**config.mk**
```make
export PLATFORM = sky130hd
export DESIGN_NAME = dro_readout_deserializer
export DESIGN_NICKNAME = d
export VERILOG_FILES = /design/src/rtl/dro_rx_pkg.sv /design/src/rtl/sfq_toggle_detect.sv /design/src/rtl/dro_readout_deserializer.sv
export SDC_FILE = /design/constraint.sdc
export NUM_CORES = 1
export LEC_CHECK = 0
export CELL_PAD_IN_SITES_DETAIL_PLACEMENT = 1
export CELL_PAD_IN_SITES_GLOBAL_PLACEMENT = 1
export CORE_MARGIN = 3
export CORE_UTILIZATION = 37
export DETAILED_ROUTE_END_ITERATION = 7
export HOLD_SLACK_MARGIN = 0.15
export PLACE_DENSITY = 0.78
export SYNTH_ARGS = -nofsm -noshare
export SYNTH_HDL_FRONTEND = slang
export SYNTH_SLANG_ARGS = --single-unit
```
**constraint.sdc**
```tcl
create_clock -name clk -period 1.53 [get_ports clk]
set_input_delay 0.306 -clock clk [delete_from_list [all_inputs] [get_ports clk]]
set_output_delay 0.306 -clock clk [all_outputs]
set_load 0.02 [all_outputs]
```
**src/rtl/dro_rx_pkg.sv**
```systemverilog
// dro_rx_pkg: shared types and constants for the DRO readout deserializer
package dro_rx_pkg;
  typedef enum logic {S_IDLE, S_WINDOW} state_e;
  localparam int SAT_MAX = 15;
  localparam int CNT_W = 4;
  typedef logic [CNT_W-1:0] cnt_t;
endpackage

```
**src/rtl/sfq_toggle_detect.sv**
```systemverilog
// sfq_toggle_detect: turns a toggle-encoded line into a one-cycle pulse
module sfq_toggle_detect (
  input  logic clk,
  input  logic rst,
  input  logic d_i,
  output logic pulse_o
);
  logic in_q, prev_q;
  // loading the live level during reset keeps the first post-reset cycle pulse-free
  always_ff @(posedge clk) begin
    in_q   <= d_i;
    prev_q <= rst ? d_i : in_q;
  end
  assign pulse_o = in_q ^ prev_q;
endmodule

```
**src/rtl/dro_readout_deserializer.sv**
```systemverilog
// dro_readout_deserializer: turns DRO readouts into bits, packs them into words,
// and flags set-to-readout spacing violations
module dro_readout_deserializer
  import dro_rx_pkg::*;
#(
  parameter int WIDTH   = 8,
  parameter int WINDOW  = 4,
  parameter int MIN_SEP = 3
) (
  input  logic             clk,
  input  logic             rst,
  input  logic             set,
  input  logic             reset,
  input  logic             out,
  output logic [WIDTH-1:0] word,
  output logic             word_valid,
  input  logic             word_ready,
  output logic             violation,
  output logic             violation_seen,
  output logic             spurious_out,
  output logic             overrun
);
  localparam int BC_W = $clog2(WIDTH);
  localparam logic [BC_W-1:0] LAST_BIT = BC_W'(WIDTH - 1);
  localparam cnt_t WIN_LAST = cnt_t'(WINDOW - 1);
  localparam cnt_t MIN_SEP_C = cnt_t'(MIN_SEP);
  logic set_p, rd_p, out_p;
  state_e state_q, state_d;
  cnt_t win_cnt_q, win_cnt_d, since_set_q, since_set_d, eff_since;
  logic cur_bit_q, cur_bit_d;
  logic [BC_W-1:0] bit_cnt_q, bit_cnt_d;
  logic [WIDTH-1:0] shift_q, shift_d, word_q, word_d, filled;
  logic word_valid_q, word_valid_d, viol_q, viol_d, viol_seen_q, viol_seen_d;
  logic spur_q, spur_d, overrun_q, overrun_d;
  logic in_win, end_win, commit, commit_bit, xfer, drop;

  sfq_toggle_detect u_set (.clk(clk), .rst(rst), .d_i(set),   .pulse_o(set_p));
  sfq_toggle_detect u_rd  (.clk(clk), .rst(rst), .d_i(reset), .pulse_o(rd_p));
  sfq_toggle_detect u_out (.clk(clk), .rst(rst), .d_i(out),   .pulse_o(out_p));

  always_ff @(posedge clk) begin
    if (rst) begin
      state_q     <= S_IDLE;
      win_cnt_q   <= '0;
      cur_bit_q   <= 1'b0;
      bit_cnt_q   <= '0;
      shift_q     <= '0;
      word_q      <= '0;
      word_valid_q <= 1'b0;
      since_set_q <= cnt_t'(SAT_MAX);
      viol_q      <= 1'b0;
      viol_seen_q <= 1'b0;
      spur_q      <= 1'b0;
      overrun_q   <= 1'b0;
    end else begin
      state_q     <= state_d;
      win_cnt_q   <= win_cnt_d;
      cur_bit_q   <= cur_bit_d;
      bit_cnt_q   <= bit_cnt_d;
      shift_q     <= shift_d;
      word_q      <= word_d;
      word_valid_q <= word_valid_d;
      since_set_q <= since_set_d;
      viol_q      <= viol_d;
      viol_seen_q <= viol_seen_d;
      spur_q      <= spur_d;
      overrun_q   <= overrun_d;
    end
  end

  // the readout cycle itself is window slot 0, so a 1-cycle window never leaves IDLE
  always_comb begin
    in_win  = state_q == S_WINDOW;
    end_win = in_win && (rd_p || win_cnt_q == WIN_LAST);
    state_d = (rd_p && WINDOW > 1) ? S_WINDOW : (end_win ? S_IDLE : state_q);
  end

  always_comb begin
    commit       = end_win || (rd_p && WINDOW == 1);
    commit_bit   = out_p || (in_win && cur_bit_q);
    xfer         = commit && bit_cnt_q == LAST_BIT;
    filled       = shift_q | (WIDTH'(commit_bit) << bit_cnt_q);
    drop         = xfer && word_valid_q && !word_ready;
    win_cnt_d    = rd_p ? cnt_t'(1) : (in_win ? win_cnt_q + 1'b1 : win_cnt_q);
    cur_bit_d    = rd_p ? (!in_win && out_p) : (in_win && (cur_bit_q || out_p));
    bit_cnt_d    = !commit ? bit_cnt_q : (xfer ? '0 : bit_cnt_q + 1'b1);
    shift_d      = !commit ? shift_q : (xfer ? '0 : filled);
    word_d       = (xfer && !drop) ? filled : word_q;
    word_valid_d = (xfer && !drop) || (word_valid_q && !word_ready);
    overrun_d    = overrun_q || drop;
    eff_since    = set_p ? '0 : since_set_q;
    since_set_d  = (eff_since == cnt_t'(SAT_MAX)) ? eff_since : eff_since + 1'b1;
    viol_d       = rd_p && (eff_since < MIN_SEP_C);
    viol_seen_d  = viol_seen_q || viol_d;
    spur_d       = !in_win && out_p && !rd_p;
  end

  assign word           = word_q;
  assign word_valid     = word_valid_q;
  assign violation      = viol_q;
  assign violation_seen = viol_seen_q;
  assign spurious_out   = spur_q;
  assign overrun        = overrun_q;
endmodule

```
==> results of run 1 <==
state kept, by name, summed over array words and instances (netlist names):
register / cells
u_out.prev_q: 1
shift_q: 8
u_set.prev_q: 1
in_win: 1
violation_seen: 1
win_cnt_q: 4
u_out.in_q: 1
cur_bit_q: 1
word_valid: 1
word: 8
u_rd.prev_q: 1
violation: 1
since_set_q: 4
u_set.in_q: 1
overrun: 1
u_rd.in_q: 1
bit_cnt_q: 3
spurious_out: 1
worst register-to-register path: stages (launching register included):
cell and delay (ns):
dfxtp_2 0.35, ha_4 0.13, or3b_4 0.41, a211oi_4 0.30
buf_12 0.17, nor2_1 0.04, a211oi_1 0.22
worst max-delay path by stage:
stage,start,to,slack [ns],cells after the start
after detailed placement,win_cnt_q[1],word[0],-0.16,6
after global routing,win_cnt_q[1],word[0],-0.28,6
final,win_cnt_q[1],word[0],-0.18,6
after global placement,win_cnt_q[1],word[0],-0.07,6
after CTS,win_cnt_q[1],word[1],-0.15,6
after floorplan,win_cnt_q[1],word[5],-0.03,6
through the flow:
step | instances | utilization | cell area [µm²] | setup slack [ns] | total power, mW
after global placement | 239 | 0.479 | 1940 | -0.0712 | 1.48
after floorplan | 161 | - | 1590 | -0.0299 | 1.37
after global routing | 256 | 0.545 | 2210 | -0.281 | 2.51
final | 256 | 0.545 | 2210 | -0.177 | 2.40
after detailed placement | 239 | 0.479 | 1940 | -0.163 | 1.51
after CTS | 252 | 0.522 | 2120 | -0.150 | 2.38
layer usage:
metal  GRT usage  vias up  part of all wire
met1       0.203      666              0.41
met4      0.0898        0             0.025
li1            -      650                 -
met5           0        -                 0
met2       0.305       18              0.54
met3      0.0341        9             0.024
cell usage after synthesis (3+ instances only):
cell type / count
nand2_1: 7
mux2_2: 3
dfxtp_1: 40
nand2b_1: 4
nand3_1: 4
ha_1: 4
nor3_1: 10
xnor2_1: 4
nor2_1: 22
xor2_1: 3
mux2i_1: 3
o21ai_0: 7
a21oi_1: 14
a31oi_1: 6
nor2b_1: 3
power groups by stage:
| stage | sequential (mW) | clock [mW] | combinational [mW] |
|---|---|---|---|
| 2_1_floorplan | 1.17 | 0 | 0.198 |
| 3_3_place_gp | 1.16 | 0 | 0.324 |
| 3_5_place_dp | 1.16 | 0 | 0.346 |
| 4_1_cts | 1.14 | 0.872 | 0.367 |
| 5_1_grt | 1.15 | 0.915 | 0.444 |
| 6_report | 1.14 | 0.854 | 0.403 |
cell families after synthesis:
logic type / count (synthesis) / synth area share
buffers and inverters: 7 / 0.0255
and+or+nand+nor: 58 / 0.181
DFF: 40 / 0.510
AOI/OAI and AO/OA: 38 / 0.162
muxes: 6 / 0.0406
xor gates and xnor gates: 8 / 0.0494
adders and majority gates: 4 / 0.0318
layout make-up:
cell class	count	area [µm²]
Clock inverter	2	35.0
Sequential cell	40	806
Tap cell	50	62.6
Inverter	1	3.75
Fill cell	444	1850
Timing Repair Buffer	43	395
Clock buffer	6	72.6
Multi-Input combinational cell	114	837
what timing repair did:
action,CTS,global route
pin swaps,7,10
gates resized for setup,23,18
buffers inserted,5,5
endpoints found under the setup margin,32,26
==> impl_results.md, run 1 <==
- Number of synthesized flops with an enable pin: 0
- IO Count: 19
- Fin Clk Skew: 0.00214 ns
- Most used cells in the layout excluding fill and tap cells: dfxtp_1 (36), buf_4 (19), nor2_1 (17), a21oi_1 (13), dlygate4sd2_1 (12)
- Number of cells on the worst reg-to-reg path: 6
- Maximum achievable frequency: 586 MHz
- Synth-to-Final Area Change: 40.8%
- Biggest area consumer among synthesized cells: dfxtp_1
- Number of input and output port buffers inserted: 18
- CTS Root Buffer Type: clkbuf_8
- Hold Path Cell Cnt: 1
- Max-Cap Viols: 0
- Avg Synthesized Cell Area: between 9 and 10 µm²
- Worst-path clk slew: around 0.080 ns
- Wire length of the first global-routing pass: 6900 µm
- Largest driver fanout on the critical path: 14
- GR Overflow Total: 0
- Count of buffer and inverter cells on the critical path: 1
- Gate family responsible for the most delay along the worst path: compound AO/OA/AOI/OAI gates
- Maximum buffer depth of the clock tree: 2
- Antenna violation net count after detailed routing: 0
- Endpoint of the worst-slack reg-to-reg timing path: word[0]
- Synth warnings: 0
- Iteration-0 DRC Markers: a little under 80
- Final setup violation count: 19
- Final period demand of the worst path: 1.71 ns
- Fraction of power consumed by combinational cells: 0.168
- DIE HEIGHT: a little over 70 µm
- Total wire length after detailed routing: between 4000 and 5000 µm
- Sequential fraction of design power: 0.476
- Proportion of synthesized flip-flops having asynchronous set or reset: 0
- Clock Latency Late Sink: 0.29 ns
- Run status: complete, but fails checks
- Ordered list of cells on the worst path: ha_4 -> or3b_4 -> a211oi_4 -> buf_12 -> nor2_1 -> a211oi_1
- Sw Pwr: 620 µW
- Last weighted congestion value of the routability-driven placer: approximately 0.74
- Worst r2r src: win_cnt_q[1]
- Largest cells by area after synthesis: dfxtp_1 (51%), nor2_1 (5.3%), a21oi_1 (4.5%), ha_1 (3.2%), nor3_1 (3.2%)
- Placeable core region: 0.00406 mm²
- Final Hold Vio Count: 0
- Number of iterations in the first detailed-routing pass: 4
- Pin count of the biggest net entering global routing: 15
- Violations in the final reports: negative setup slack
- Crit Path Class: reg2reg
- Net Sw Frac: 0.258
- Critical path capture point type: flip-flop
- Number of H-tree levels: 2
- PD cells: 1080 mW/mm²
- Clock network fraction of total power: 0.356
- Detailed Place HPWL: 2790 µm
- Final sum of negative setup slack: -1.97 ns
- Die footprint: 0.00507 mm²
- Portion of the clock cycle consumed by the worst path in the final layout: 1.12
- DRC: 0
- Clk sinks: 40
- Setup repair after global routing missed its margin: yes
- Min-delay worst type: reg2reg
- Required time at the endpoint of the critical path: 1.73 ns
- Leading register cell type out of synthesis: dfxtp_1
- Layout cells sized above 1: 0.320
- Pins over their slew limit: 0
- Sink of the worst hold path: violation_seen
- Startpoint type of the worst setup path: flip-flop
- Vias after detailed routing: 1343
- Slew headroom: 0.719
- Beginning of the worst hold path: violation_seen
- Slowest stage delay, CP: 0.41 ns
- Crit-path slowest cell: or3b_4
- Vias in the first global route: 1442
- Total of flip-flops plus latches after synthesis: 40
- Worst hold-check slack: ~0.45 ns
- Initial antenna violation count: 0
- Antenna diode instance count: 0
- Standard-cell row count: 23
- Most frequent standard cell in the layout excluding fill and tap cells: dfxtp_1
- Top cell type's share of synthesized area: 0.510
- Final critical-path setup slack: -0.177 ns
- Post-synthesis instance area: roughly 0.0016 mm²
- Clock tree from TritonCTS: done
- Drt wl/cell: 16.7 µm
- Portion of the post-synthesis area used by sequential elements: 0.510
- Syn Nets: 171
- Die span in x: 71.2 µm
- Count of hold-fix buffers inserted at cts: 0
- Starting utilization of the core area: 0.387
- Internal power contribution: ~1.8 mW
- CP Data Arrival Time: 1.91 ns
- Synthesized instance count: 161
- Number of nets at the end of the flow: approximately 220
- GR Util All Layers: 0.176
- Count of cell types in the netlist: 35
- Transition time of the tightest slew-check pin: 0.421 ns
- Static Leakage: roughly 0.9 nW
- Cts bufs inserted: 5
- Internal reg-to-reg setup slack: -0.18 ns
- Via-per-instance ratio: 5.25
- VDD IR max: 0.000580 V
No activity file was read; power rests on OpenSTA's default activity.
==> run 2: changes to the inputs <==
GPL_TIMING_DRIVEN = 0   (was not set)
==> run 2 against run 1 <==
  * The run still ends with negative setup slack left
  * Critical path type unchanged
  * Highest routed layer unchanged
  * Register-to-register slack better by 0.02 ns
  * Design area is 0.85% higher
  * Sequential power about the same
  * Total power down 4.3%
  * Maximum frequency grew 1.2%
  * Critical path depth stayed put
  * Critical endpoint is now shift_q[4]
  * Sequential cell count stayed put
  * Routed wire length is 0.91% higher
  * Clock power shrank 13%
==> impl_results.md, run 2 (synthesis results as in run 1) <==
- Drt wl/cell: 17.3 µm (was 16.7 µm)
- Max-Cap Viols: 0 (unchanged)
- CTS Root Buffer Type: clkbuf_8 (unchanged)
- GR Overflow Total: 0 (unchanged)
- Last weighted congestion value of the routability-driven placer: 0.770 (was 0.737)
- Final sum of negative setup slack: -2.44 ns (was -1.97 ns)
- Final Hold Vio Count: 0 (unchanged)
- Number of H-tree levels: 2 (unchanged)
- Antenna violation net count after detailed routing: 0 (unchanged)
- Pins over their slew limit: 0 (unchanged)
- Worst r2r src: win_cnt_q[0] (was win_cnt_q[1])
- PD cells: 1030 mW/mm² (was 1080 mW/mm²)
- Die span in x: 71.2 µm (unchanged)
- Most frequent standard cell in the layout excluding fill and tap cells: dfxtp_1 (unchanged)
- Clock tree from TritonCTS: done (unchanged)
- Maximum buffer depth of the clock tree: 2 (unchanged)
- Transition time of the tightest slew-check pin: 0.543 ns (was 0.421 ns)
- Maximum achievable frequency: 593 MHz (was 586 MHz)
- Detailed Place HPWL: 2500 µm (was 2790 µm)
- Worst-path clk slew: 0.08 ns (about the same)
- Synth-to-Final Area Change: 42.0% (was 40.8%)
- Final setup violation count: 21 (was 19)
- Setup repair after global routing missed its margin: yes (unchanged)
- Fin Clk Skew: 0.0110 ns (was 0.00214 ns)
- Critical path capture point type: flip-flop (unchanged)
- Sequential cell area: 810 µm² (was 806 µm²)
- Filler Cells Inserted: 440 (was 444)
- Die footprint: 0.00507 mm² (unchanged)
- CP Data Arrival Time: 1.87 ns (was 1.91 ns)
- Beginning of the worst hold path: violation_seen (unchanged)
- Clock Latency Late Sink: 0.30 ns (was 0.29 ns)
- Run status: complete, but fails checks (unchanged)
- Final period demand of the worst path: 1.69 ns (was 1.71 ns)
- Vias after detailed routing: 1324 (was 1343)
- Number of nets at the end of the flow: 208 (was 215)
- Required time at the endpoint of the critical path: 1.71 ns (was 1.73 ns)
- Static Leakage: 0.925 nW (was 0.922 nW)
- Starting utilization of the core area: 0.387 (unchanged)
- Portion of the clock cycle consumed by the worst path in the final layout: 1.10 (was 1.12)
- Area taken by multi-input logic gates: 917 µm² (was 837 µm²)
- Startpoint type of the worst setup path: flip-flop (unchanged)
- Crit Path Class: reg2reg (unchanged)
- Cts bufs inserted: 5 (unchanged)
- Total wire length after detailed routing: 4310 µm (was 4270 µm)
- Layout cells sized above 1: 0.347 (was 0.320)
- Pin count of the biggest net entering global routing: 13 (was 15)
- Count of hold-fix buffers inserted at cts: 0 (unchanged)
- Critical path startpoint: win_cnt_q[0] (was win_cnt_q[1])
- Min-delay worst type: reg2reg (unchanged)
- Vias in the first global route: 1402 (was 1442)
- Violations in the final reports: negative setup slack (unchanged)
- VDD IR max: 0.000565 V (was 0.000580 V)
- DIE HEIGHT: 71.2 µm (unchanged)
- DRC: 0 (unchanged)
- Largest driver fanout on the critical path: 8 (was 14)
- Iteration-0 DRC Markers: 68 (was 79)
- Clk sinks: 40 (unchanged)
- Standard-cell row count: 23 (unchanged)
- Slew headroom: 0.638 (was 0.719)
- Placeable core region: 0.00406 mm² (unchanged)
- Most used cells in the layout excluding fill and tap cells: dfxtp_1 (35), nor2_1 (19), a21oi_1 (11), dlygate4sd2_1 (10), buf_4 (7) (was dfxtp_1 (36), buf_4 (19), nor2_1 (17), a21oi_1 (13), dlygate4sd2_1 (12))
- Post-layout power: 2.30 mW (was 2.40 mW)
- GR Util All Layers: 0.164 (was 0.176)
- Number of input and output port buffers inserted: 17 (was 18)
- Final critical-path setup slack: -0.157 ns (was -0.177 ns)
- Via-per-instance ratio: 5.32 (was 5.25)
- Worst setup slack before clock tree synthesis: -0.348 ns (was -0.163 ns)
- IO Count: 19 (unchanged)
- Initial antenna violation count: 0 (unchanged)
- Wire length of the first global-routing pass: 6520 µm (was 6900 µm)
- Number of iterations in the first detailed-routing pass: 4 (unchanged)
- Antenna diode instance count: 0 (unchanged)
==> run 2: layer usage <==
metal / vias to the layer above / wire [µm] / global-route usage
li1: 638 / - / -
met1: 653 / 1760 / 0.194
met3: 8 / 142 / 0.0369
met5: - / 0 / 0
met2: 25 / 2340 / 0.277
met4: 0 / 71 / 0.0814
==> run 2: final cells by class <==
type / instances / share of cell area
clock buffers: 6 / 0.0370
flip-flops and latches: 40 / 0.363
well taps: 50 / 0.0280
clock inverters: 2 / 0.00449
plain buffers: 6 / 0.0196
repair buffers: 30 / 0.135
multi-input cells: 114 / 0.411
inverters: 1 / 0.00168
==> run 2: worst max-delay path: stages (launching register included) <==
cell and delay (ns):
dfxtp_2 0.36, ha_4 0.13, or3b_4 0.41, a21boi_4 0.26
buf_6 0.13, a21o_4 0.20, nor3_1 0.08
==> run 2: report_power, final <==
group | total, mW | leakage, nW | switching [mW] | internal, mW
Combinational | 0.397 | 0.545 | 0.206 | 0.191
Clock | 0.745 | 0.0510 | 0.385 | 0.360
Sequential | 1.15 | 0.329 | 0.0559 | 1.10
==> run 2: what timing repair did <==
item	CTS	global route
pin swaps	8	10
endpoints found under the setup margin	33	28
buffers inserted	7	4
gates resized for setup	32	30
gates cloned	2	0
==> run 2: metrics by stage <==
step                      std cells  area [µm²]   util  hold WS (ns)
final                           249        2230  0.550         0.471
after global routing            249        2230  0.550         0.472
after CTS                       245        2050  0.506         0.473
after detailed placement        228        1820  0.449         0.469
after global placement          228        1820  0.449         0.449
after floorplan                 161        1590      -         0.334
==> run 2: worst paths after layout <==
kind | endpoint | slack, ns | depth (start not counted)
setup / recovery | shift_q[4] | -0.16 | 6
hold / removal | violation_seen | 0.47 | 1
setup reg to reg | shift_q[4] | -0.16 | 6
hold reg to reg | violation_seen | 0.47 | 1
